--- config.mk ---
export PLATFORM = sky130hd
export DESIGN_NAME = axi_mem_arbiter
export DESIGN_NICKNAME = d
export VERILOG_FILES = /design/src/rtl/axi_pkg.sv /design/src/rtl/rr_arbiter2.sv /design/src/rtl/axi_mem_arbiter.sv
export SDC_FILE = /design/constraint.sdc
export NUM_CORES = 1
export LEC_CHECK = 0
export ABC_AREA = 1
export CAP_MARGIN = 10
export CORE_MARGIN = 1
export CORE_UTILIZATION = 25
export DETAILED_ROUTE_END_ITERATION = 8
export SYNTH_ARGS = -nofsm -noshare
export SYNTH_HDL_FRONTEND = slang
export SYNTH_SLANG_ARGS = --single-unit
export TNS_END_PERCENT = 1
--- constraint.sdc ---
create_clock -name clk -period 6.15 [get_ports clk]
set_input_delay 1.23 -clock clk [delete_from_list [all_inputs] [get_ports clk]]
set_output_delay 1.23 -clock clk [all_outputs]
set_load 0.01 [all_outputs]
--- src/rtl/axi_pkg.sv ---
// Shared types and constants for the IF/MEM AXI master arbiter.
package axi_pkg;

  typedef enum logic [2:0] {
    ST_IDLE,
    ST_RD_ADDR,
    ST_RD_DATA,
    ST_WR_ADDR_DATA,
    ST_WR_RESP,
    ST_DONE
  } arb_state_t;

  localparam logic [1:0] AXI_RESP_OKAY = 2'b00;

  localparam int REQ_IFETCH = 0;
  localparam int REQ_DMEM   = 1;

endpackage

--- src/rtl/rr_arbiter2.sv ---
// Combinational 2-way round-robin winner; the caller owns the last pointer.
module rr_arbiter2
  import axi_pkg::*;
(
  input  logic [1:0] req,
  input  logic       last,   // 1 = dmem was granted last
  output logic [1:0] gnt
);

  always_comb begin
    // NOTE: every combinational output gets a default first so no path infers a latch.
    gnt = '0;
    case (req)
      2'b01: gnt[REQ_IFETCH] = 1'b1;
      2'b10: gnt[REQ_DMEM]   = 1'b1;
      2'b11: begin
        if (last) gnt[REQ_IFETCH] = 1'b1;
        else      gnt[REQ_DMEM]   = 1'b1;
      end
      default: gnt = '0;
    endcase
  end

endmodule

--- src/rtl/axi_mem_arbiter.sv ---
// Shares one AXI4 master between ifetch and dmem: one outstanding transaction,
// round-robin grant, AR/R and AW/W/B sequencing from latched request fields.
module axi_mem_arbiter
  import axi_pkg::*;
#(
  parameter  int ADDR_W = 32,
  parameter  int DATA_W = 32,
  localparam int STRB_W = DATA_W / 8
) (
  input  logic                  clk,
  input  logic                  rst_n,

  input  logic [1:0]            req,
  input  logic [1:0]            rw,
  input  logic [2*ADDR_W-1:0]   addr,
  input  logic [2*DATA_W-1:0]   wdata,
  input  logic [2*STRB_W-1:0]   wstrb,
  output logic [1:0]            done,
  output logic [1:0]            err,
  output logic [DATA_W-1:0]     rdata,
  output logic                  busy,
  output logic [1:0]            gnt,

  output logic [ADDR_W-1:0]     m_axi_araddr,
  output logic                  m_axi_arvalid,
  input  logic                  m_axi_arready,
  input  logic [DATA_W-1:0]     m_axi_rdata,
  input  logic [1:0]            m_axi_rresp,
  input  logic                  m_axi_rvalid,
  output logic                  m_axi_rready,

  output logic [ADDR_W-1:0]     m_axi_awaddr,
  output logic                  m_axi_awvalid,
  input  logic                  m_axi_awready,
  output logic [DATA_W-1:0]     m_axi_wdata,
  output logic [STRB_W-1:0]     m_axi_wstrb,
  output logic                  m_axi_wvalid,
  input  logic                  m_axi_wready,
  input  logic [1:0]            m_axi_bresp,
  input  logic                  m_axi_bvalid,
  output logic                  m_axi_bready
);

  arb_state_t          state, state_nxt;
  logic [1:0]          win_gnt;
  logic                win_idx;
  logic                win_rw;
  logic [1:0]          gnt_q;
  logic                last_q;
  logic                aw_ok, w_ok;
  logic [1:0]          resp_q;
  logic [DATA_W-1:0]   rdata_q;
  logic [ADDR_W-1:0]   hold_addr;
  logic [DATA_W-1:0]   hold_wdata;
  logic [STRB_W-1:0]   hold_wstrb;

  rr_arbiter2 u_rr (
    .req  (req),
    .last (last_q),
    .gnt  (win_gnt)
  );

  assign win_idx = win_gnt[REQ_DMEM];
  assign win_rw  = win_idx ? rw[REQ_DMEM] : rw[REQ_IFETCH];

  // State register.
  always_ff @(posedge clk) begin
    // NOTE: sequential state uses non-blocking assignments so every flop samples pre-edge values.
    if (!rst_n) state <= ST_IDLE;
    else        state <= state_nxt;
  end

  // Next-state logic.
  always_comb begin
    state_nxt = state;
    case (state)
      ST_IDLE:         if (|req) state_nxt = win_rw ? ST_WR_ADDR_DATA : ST_RD_ADDR;
      ST_RD_ADDR:      if (m_axi_arready) state_nxt = ST_RD_DATA;
      ST_RD_DATA:      if (m_axi_rvalid) state_nxt = ST_DONE;
      ST_WR_ADDR_DATA: if ((aw_ok || m_axi_awready) && (w_ok || m_axi_wready))
                         state_nxt = ST_WR_RESP;
      ST_WR_RESP:      if (m_axi_bvalid) state_nxt = ST_DONE;
      ST_DONE:         state_nxt = ST_IDLE;
      default:         state_nxt = ST_IDLE;
    endcase
  end

  // Outputs decoded from state and registered flags only.
  always_comb begin
    m_axi_arvalid = (state == ST_RD_ADDR);
    m_axi_rready  = (state == ST_RD_DATA);
    m_axi_awvalid = (state == ST_WR_ADDR_DATA) && !aw_ok;
    m_axi_wvalid  = (state == ST_WR_ADDR_DATA) && !w_ok;
    m_axi_bready  = (state == ST_WR_RESP);
    busy          = (state != ST_IDLE);
    done          = (state == ST_DONE) ? gnt_q : 2'b00;
    err           = done & {2{resp_q != AXI_RESP_OKAY}};
  end

  assign gnt          = gnt_q;
  assign rdata        = rdata_q;
  assign m_axi_araddr = hold_addr;
  assign m_axi_awaddr = hold_addr;
  assign m_axi_wdata  = hold_wdata;
  assign m_axi_wstrb  = hold_wstrb;

  // Control registers: grant, round-robin pointer, handshake flags, response.
  always_ff @(posedge clk) begin
    if (!rst_n) begin
      gnt_q   <= '0;
      last_q  <= 1'b1;
      aw_ok   <= 1'b0;
      w_ok    <= 1'b0;
      resp_q  <= AXI_RESP_OKAY;
      rdata_q <= '0;
    end else begin
      case (state)
        ST_IDLE: begin
          aw_ok <= 1'b0;
          w_ok  <= 1'b0;
          if (|req) gnt_q <= win_gnt;
        end
        ST_WR_ADDR_DATA: begin
          if (m_axi_awready) aw_ok <= 1'b1;
          if (m_axi_wready)  w_ok  <= 1'b1;
        end
        ST_RD_DATA: if (m_axi_rvalid) begin
          rdata_q <= m_axi_rdata;
          resp_q  <= m_axi_rresp;
        end
        ST_WR_RESP: if (m_axi_bvalid) resp_q <= m_axi_bresp;
        ST_DONE: begin
          last_q <= gnt_q[REQ_DMEM];
          gnt_q  <= '0;
        end
        default: ;
      endcase
    end
  end

  // Request holding registers, loaded only when a grant is issued.
  always_ff @(posedge clk) begin
    // NOTE: no reset here; these are only observed while a valid they qualify is high.
    if (state == ST_IDLE && |req) begin
      hold_addr  <= win_idx ? addr[ADDR_W +: ADDR_W]   : addr[0 +: ADDR_W];
      hold_wdata <= win_idx ? wdata[DATA_W +: DATA_W]  : wdata[0 +: DATA_W];
      hold_wstrb <= win_idx ? wstrb[STRB_W +: STRB_W]  : wstrb[0 +: STRB_W];
    end
  end

endmodule
## Yosys cells after proc, flatten, opt, wreduce, memory -nomap -nowiden

Index checks and enable logic that the tools add are counted.

| word-level totals | value |
|---|---|
| register bits | 110 |
| output and inout bits | 144 |
| word-level logic and storage cells | 72 |

| operators by class | value |
|---|---|
| eq/ne operators | 15 |
| muxes and demuxes | 25 |
| bitwise operators | 1 |
| reduce and logical (&&, ||, !) cells | 21 |

Operator list:

| cell | count |
|---|---|
| two-way mux 32 bit | 2 |
| two-way mux 3 bit | 5 |
| case mux 3 bit (5 select lines) | 1 |
| != test 2 bit (second input constant) | 6 |
| two-way mux 2 bit | 5 |
| case mux 1 bit (2 select lines) | 4 |
| case mux 2 bit (2 select lines) | 2 |
| AND reduction 2 bit | 4 |
| nonzero test 2 bit | 4 |
| equality test 3 x 2 -> 1 bit (second input constant) | 2 |
| equality test 3 bit (second input constant) | 2 |
| two-way mux 1 bit | 5 |
| AND reduction 5 bit | 1 |
| equality test 2 bit (second input constant) | 2 |
| logical AND 1 bit | 4 |
| two-way mux 4 bit | 1 |
| equality test 3 x 1 -> 1 bit (second input constant) | 1 |
| zero test 3 bit | 1 |
| AND reduction 3 bit | 1 |
| nonzero test 3 bit | 1 |
| AND 2 bit | 1 |
| equality test 2 x 1 -> 1 bit (second input constant) | 1 |
| zero test 1 bit | 2 |
| logical OR 1 bit | 2 |
| other kinds (2) | 2 |

## Logic depth before layout (Yosys ltp)

Gate-level depths: netlist (run 1).

| logic depth | value |
|---|---|
| depth after elaboration | 6 |
| mapped depth | 9 |

## Hierarchy

A second synthesis (run 1) with hierarchy kept.

| second synthesis, totals | value |
|---|---|
| cell total of the unflattened synthesis | 430 |
| area total of the unflattened synthesis | 4,883.4 um^2 |

Modules (own cells, without submodules):

| module | instances | cells an instance | area an instance (um^2) |
|---|---|---|---|
| axi_mem_arbiter | 1 | 425 | 4,862.2 |
| rr_arbiter2 | 1 | 5 | 21.3 |

## Least setup slack after synthesis (run 1)

OpenSTA, ideal clock, no wires.

| timing | value |
|---|---|
| path kind | input -> register |
| from | input port req[0] |
| to | register hold_addr[0], in the netlist m_axi_araddr[0], enable pin |
| setup time | 422 ps |
| data arrival time | 2,693 ps |
| data required time | 5,728 ps |
| path slack | 3,035 ps |
| stages | 2 |
| cell sequence | o21ai_0 inv_1 |

| on the way | value |
|---|---|
| cells in the longest elaborated chain, start to end | 2 |

RTL lines:

| what | line | text |
|---|---|---|
| start, declared | axi_mem_arbiter.sv:13 | `input logic [1:0] req,` |
| OR reduction 2 bit | axi_mem_arbiter.sv:144 | `if (state == ST_IDLE && \|req) begin` |
| logical AND 1 bit | axi_mem_arbiter.sv:144 |  |
| end signal, assigned | axi_mem_arbiter.sv:145 | `hold_addr <= win_idx ? addr[ADDR_W +: ADDR_W] : addr[0 +: ADDR_W];` |
| end, declared | axi_mem_arbiter.sv:53 | `logic [ADDR_W-1:0] hold_addr;` |

Every way passes these cells.
A chain may end at the register's enable or synchronous reset.

## Worst setup path after layout (run 1)

| timing | value |
|---|---|
| from | input port req[1] |
| to | register hold_wdata[7], in the netlist m_axi_wdata[7], enable pin |

| on the way | value |
|---|---|
| cells in the longest elaborated chain, start to end | 2 |

RTL lines:

| what | line | text |
|---|---|---|
| OR reduction 2 bit | axi_mem_arbiter.sv:144 |  |
| logical AND 1 bit | axi_mem_arbiter.sv:144 |  |
| end signal, assigned | axi_mem_arbiter.sv:146 | `hold_wdata <= win_idx ? wdata[DATA_W +: DATA_W] : wdata[0 +: DATA_W];` |
| end, declared | axi_mem_arbiter.sv:54 | `logic [DATA_W-1:0] hold_wdata;` |

Every way passes these cells.

==> results of run 1 <==
registers in the layout (all words and copies together) (netlist names):
name and flops:
m_axi_araddr 32, m_axi_wdata 32, rdata 32, m_axi_wstrb 4, state 3, gnt 2, resp_q 2, aw_ok 1
last_q 1, w_ok 1
layout by cell type (no fill, tap or decap), types with 9 or more instances in the layout:
master / synthesis / final
nand3_1: 13 / 13
nand2_1: 233 / 232
nor2_1: 81 / 81
clkbuf_16: 0 / 9
o21ai_1: 12 / 12
o21ai_0: 22 / 22
dfxtp_1: 42 / 42
inv_1: 13 / 12
clkdlybuf4s50_1: 0 / 326
edfxtp_1: 68 / 68
kinds of logic (layout without fill, tap and decap cells):
group	count (synthesis)	after routing
DFF	110	110
buffers and inverters	74	363
other	0	1
and+or+nand+nor	335	335
AOI/OAI and AO/OA	42	42
per-layer routing:
| layer | up-vias | global-route usage, % | wire [um] |
|---|---|---|---|
| li1 | 2319 | - | - |
| met1 | 2054 | 18.3 | 6460 |
| met4 | 0 | 5.21 | 217 |
| met2 | 211 | 28.2 | 8170 |
| met5 | - | 0 | 0 |
| met3 | 13 | 6.01 | 1630 |
synth_stat cells:
cell type,instances
clkbuf_1,12
inv_4,1
clkinv_1,1
nand3b_1,2
o21ai_1,12
nand2_2,1
nand3_1,13
nor2_2,2
a21oi_1,8
dfxtp_1,42
o21ai_0,22
nor2_1,81
inv_2,2
buf_6,6
edfxtp_1,68
inv_1,13
buf_4,33
buf_2,6
nor2_8,1
nor3_1,2
nand2_1,233
path summary, 6_finish.rpt:
| kind | startpoint | endpoint | slack [ns] | cells after the start |
|---|---|---|---|---|
| setup / recovery | req[1] | m_axi_wdata[7] | 2.98 | 4 |
| hold / removal | resp_q[1] | resp_q[1] | 0.47 | 2 |
| setup reg to reg | state[1] | m_axi_wdata[7] | 3.49 | 6 |
| hold reg to reg | resp_q[1] | resp_q[1] | 0.47 | 2 |
metrics by stage:
stage	power [mW]	cell area, um^2	util (%)	hold WS, ns	setup WS (ns)
global placement	2.41	8090	42.8	0.462	2.63
global route	3.18	8400	44.5	0.494	2.83
floorplan	1.74	4860	-	0.429	3.03
detailed placement	2.42	8090	42.8	0.464	2.59
finish	3.00	8400	44.5	0.467	2.98
CTS	3.05	8400	44.5	0.475	2.98
worst reg2reg max path: stages (launching register included):
cell and delay, ns:
dfxtp_1 0.39, nor2_1 0.25, nand2_1 0.18, inv_1 0.12, o21ai_0 0.16, inv_2 0.70
buf_4 0.53
report_power, final:
| group | switching, mW | leakage (nW) | internal (mW) |
|---|---|---|---|
| Combinational | 0.573 | 2.34 | 0.643 |
| Sequential | 0.105 | 1.00 | 1.07 |
| Clock | 0.289 | 0.150 | 0.325 |
| Total | 0.966 | 3.49 | 2.04 |
layout make-up:
class	count	area, um^2	area share, %
antenna	1	2.50	0.0298
tap	260	325	3.87
multi-input combinational	377	1520	18.1
clock inverter	7	86.3	1.03
clock buffer	9	225	2.68
inverter	17	66.3	0.789
sequential	110	2880	34.3
timing repair buffer	330	3290	39.2
==> metrics.md, run 1 <==
| Metric | Value |
|---|---|
| Final Non-Filler Cells | `1111` |
| IO Count | `between 300 and 400` |
| Slew headroom | `a little under two fifths` |
| CP Buf/Inv Count | `3` |
| Layout cells sized above 1 | `~3.4%` |
| Via count | `between 4000 and 5000` |
| Max Slew Vio Count | `0` |
| Critical path required time | `around 6 ns` |
| Final Wtd Congestion | `slightly above 0.8` |
| Filler Cells Inserted | `approximately 1900` |
| Synth Area in Simple Gates | `between 20% and 30%` |
| CTS buffer count | `9` |
| First-pass GRT wire length | `24600 um` |
| Critical Path Source Type | `input port` |
| Initial Utilization | `between 20 and 30%` |
| Root Buffer | `clkbuf_16` |
| CTS clk-pin slew, worst paths | `0.08 ns` |
| Post-Synth Adder-Cell Area | `0%` |
| Slew @ Worst Pin | `about 0.93 ns` |
| Clock Latency Late Sink | `around 0.35 ns` |
| CP max-delay cell | `inv_2` |
| Synth area leaders | `edfxtp_1 (42%), nand2_1 (18%), dfxtp_1 (17%), nor2_1 (6.3%), buf_4 (5.1%)` |
| Clock skew | `0.0112 ns` |
| CTS resizes | `0` |
| Core ar. | `~19000 um^2` |
| Drt pass-1 iters | `4` |
| Slowest stage delay, CP | `roughly 0.70 ns` |
| Vias in the first global route | `~4300` |
| GRT Residual Overflow | `0` |
| Die H | `around 140 um` |
| Synth Warn # | `0` |
| Post-synth top area share | `42.0%` |
| Critical path class | `in2reg` |
| Area Overhead vs Synth | `73.0%` |
| H-tree levels | `3` |
| Status | `finished, final reports clean` |
| Post-CTS Setup Bufs | `0` |
| Initial DRC count | `between 150 and 200` |
| Pleak | `roughly 3.5 nW` |
| Antenna violations before repair | `2` |
| Compound-gate portion of the synthesized area | `under 10%` |
| Max_cap viols | `0` |
| Cells after Synth | `approximately 560` |
| Post-detailed-route wirelength per cell | `14.8 um` |
| Tmin final | `about 3.2 ns` |
| Top Family by Delay on Critical Path | `buffers and inverters` |
| Final setup fails | `0` |
| Setup TNS | `0 ns` |
| Largest fanout on the critical path | `approximately 40` |
| Seq cells post-synth | `110` |
| Critical path cell sequence | `clkdlybuf4s50_1 -> o21ai_0 -> inv_2 -> buf_4` |
| Maximum buffer depth of the clock tree | `2` |
| Routed vias/inst | `a little over 4` |
| # DRC | `0` |
| Total GRT Usage | `16.2%` |
| PD cells | `about 360 nW/um^2` |
| Pin count of the biggest net entering global routing | `71` |
| Syn_nets | `744` |
| Port bufs | `between 300 and 400` |
| Largest family of logic cells by synthesized area | `simple AND/OR/NAND/NOR gates` |
| # hold bufs at CTS | `0` |
| Core Rows | `50` |
| Mapped Avg Cell Area | `8.66 um^2` |
| Period utilization | `51.6%` |
| Maximum vdd ir drop | `0.144 mV` |
| Unique masters post-synth | `21` |
| Mux cell area share after synthesis | `0%` |
| Placed cells | `1094` |
| CTS tree | `done` |
| Post-layout nets | `1028` |
| Worst EP arrival | `about 3.2 ns` |
| Worst Hold Class | `reg2reg` |
| Sink Count | `between 100 and 150` |
| Die W | `141 um` |
| Worst Setup End Kind | `flop` |
| HPWL after detailed placement | `12300 um` |
| Routed Antenna Nets | `0` |
| Final Hold Vio Count | `0` |
| Sequential area share after synthesis | `approximately 59%` |
| Total wire length | `about 16000 um` |
| Synth Area in XOR/XNOR | `0%` |
| Dominant cell type by area after synthesis | `edfxtp_1` |
| Post-Syn Area | `between 4000 and 5000 um^2` |
| Die Area | `between 15000 and 20000 um^2` |
| RSZ-0062 raised after global routing | `no` |
| Achievable Freq | `about 0.32 GHz` |
Power figures use the tool's default switching activity.
==> run 2, diff against run 1 <==
==> constraint.sdc (replaced) <==
create_clock -name clk -period 2.6 [get_ports clk]
set_input_delay 0.52 -clock clk [delete_from_list [all_inputs] [get_ports clk]]
set_output_delay 0.52 -clock clk [all_outputs]
set_load 0.01 [all_outputs]
==> metrics.md, run 2 (same netlist as run 1, synthesis figures left out) <==
| Metric | Value |
|---|---|
| Total GRT Usage | `15.7%` |
| Maximum vdd ir drop | `around 0.41 mV` |
| Achievable Freq | `between 0.4 and 0.5 GHz` |
| RSZ-0062 raised after global routing | `no` |
| H-tree levels | `3` |
| Period utilization | `92.1%` |
| Most common cell after layout, fill and taps aside | `clkdlybuf4s50_1` |
| Tmin final | `roughly 2.4 ns` |
| R2R depth | `6` |
| Final setup fails | `0` |
| CTS tree | `done` |
| Worst EP arrival | `1.88 ns` |
| Filler Cells Inserted | `approximately 1800` |
| PD cells | `between 800 and 900 nW/um^2` |
| Area Overhead vs Synth | `73.3%` |
| # DRC | `0` |
| Status | `finished, final reports clean` |
| Post-layout nets | `roughly 1000` |
| Sink Count | `110` |
| IO Count | `327` |
| Pin count of the biggest net entering global routing | `69` |
| Finished Cell Area | `~8400 um^2` |
| Die Area | `20000 um^2` |
| CTS clk-pin slew, worst paths | `0.08 ns` |
| Initial DRC count | `roughly 220` |
| Critical Path Source Type | `flop` |
| Post-detailed-route wirelength per cell | `14.5 um` |
| Final Hold Vio Count | `0` |
| Antenna violations before repair | `0` |
| Post-layout util | `between 40 and 50%` |
| Total wire length | `roughly 16000 um` |
| GRT Residual Overflow | `0` |
| Worst Hold Class | `reg2reg` |
| Antenna cells | `0` |
| Die W | `between 100 and 150 um` |
| Worst Setup End Kind | `output pin` |
| Max_cap viols | `0` |
| Final setup margin | `about 0.20 ns` |
| Slew headroom | `60.8%` |
| Most frequent cells in the layout | `clkdlybuf4s50_1 (325), nand2_1 (232), nor2_1 (81)` |
| Port bufs | `~330` |
| Core Rows | `50` |
| Slew @ Worst Pin | `about 0.6 ns` |
| First-pass GRT wire length | `between 20000 and 25000 um` |
| Final Wtd Congestion | `between 0.7 and 0.8` |
| Drt pass-1 iters | `4` |
| Pleak | `between 3 and 4 nW` |
| Initial Utilization | `about a quarter` |
| Core ar. | `~19000 um^2` |
| Clock skew | `0.00825 ns` |
| Post-DP Area | `a little over 8000 um^2` |
| CTS buffer count | `9` |
| Critical path cell sequence | `nor2_1 -> nand2_1 -> inv_1 -> clkdlybuf4s50_1` |
| DP Worst Slack | `0.241 ns` |
| Maximum buffer depth of the clock tree | `2` |
| CP max-delay cell | `clkdlybuf4s50_1` |
| Vias in the first global route | `about 4300` |
| Critical path class | `reg2out` |
| Slowest stage delay, CP | `0.55 ns` |
| HPWL after detailed placement | `roughly 12000 um` |
| Critical path required time | `between 2 and 2.5 ns` |
| Root Buffer | `clkbuf_16` |
| Layout cells sized above 1 | `3.64%` |
| Routed Antenna Nets | `0` |
| Clock Latency Late Sink | `approximately 0.35 ns` |
| Die H | `141 um` |
| Max Slew Vio Count | `0` |
| Largest fanout on the critical path | `7` |
| Hold Crit Depth | `2` |
| Power, Total | `7.04 mW` |
| Setup TNS | `0 ns` |
| Via count | `about 4600` |
| Routed vias/inst | `4.15` |
## run 2: worst max-delay path, delay by kind of cell (launching register included)
family | cells | cell delay (ns)
simple gates | 2 | 0.48
buf+inv | 2 | 0.67
flops | 1 | 0.38
## run 2: final cells by class
cell class	instances	area, um^2	area share [%]
clock inverter	7	57.6	0.684
tap	260	325	3.87
sequential	110	2880	34.2
multi-input combinational	377	1520	18.1
timing repair buffer	332	3340	39.6
clock buffer	9	225	2.68
inverter	17	70.1	0.832
## run 2: layer usage
metal	track usage, %	vias to the layer above	wire length, um
met1	17.3	2052	6220
met4	6.11	0	301
met3	4.79	19	1520
met5	0	-	0
li1	-	2320	-
met2	28.4	228	8130
## run 2: final timing paths
check / start / end / slack (ns)
worst max-delay path: state[1] / m_axi_bready / 0.20
worst min-delay path: resp_q[0] / resp_q[0] / 0.47
worst max register to register: state[1] / m_axi_wdata[13] / 0.48
worst min register to register: resp_q[0] / resp_q[0] / 0.47
## run 2: what timing repair did
action                                  4_1_cts  5_1_grt
hold buffers                                  0        0
endpoints found under the setup margin        0        1
resized for setup                             0        1
buffers inserted                              0        0
## run 2: power breakdown
part	internal, mW	total, mW	switching, mW
registers	2.52	2.77	0.243
clock network	0.666	1.36	0.695
logic	1.55	2.92	1.36
total	4.74	7.04	2.30
## run 2: through the flow
step,hold slack [ns],std cells
floorplan,0.429,561
global placement,0.452,1096
detailed placement,0.448,1096
CTS,0.468,1112
global route,0.474,1112
finish,0.469,1112
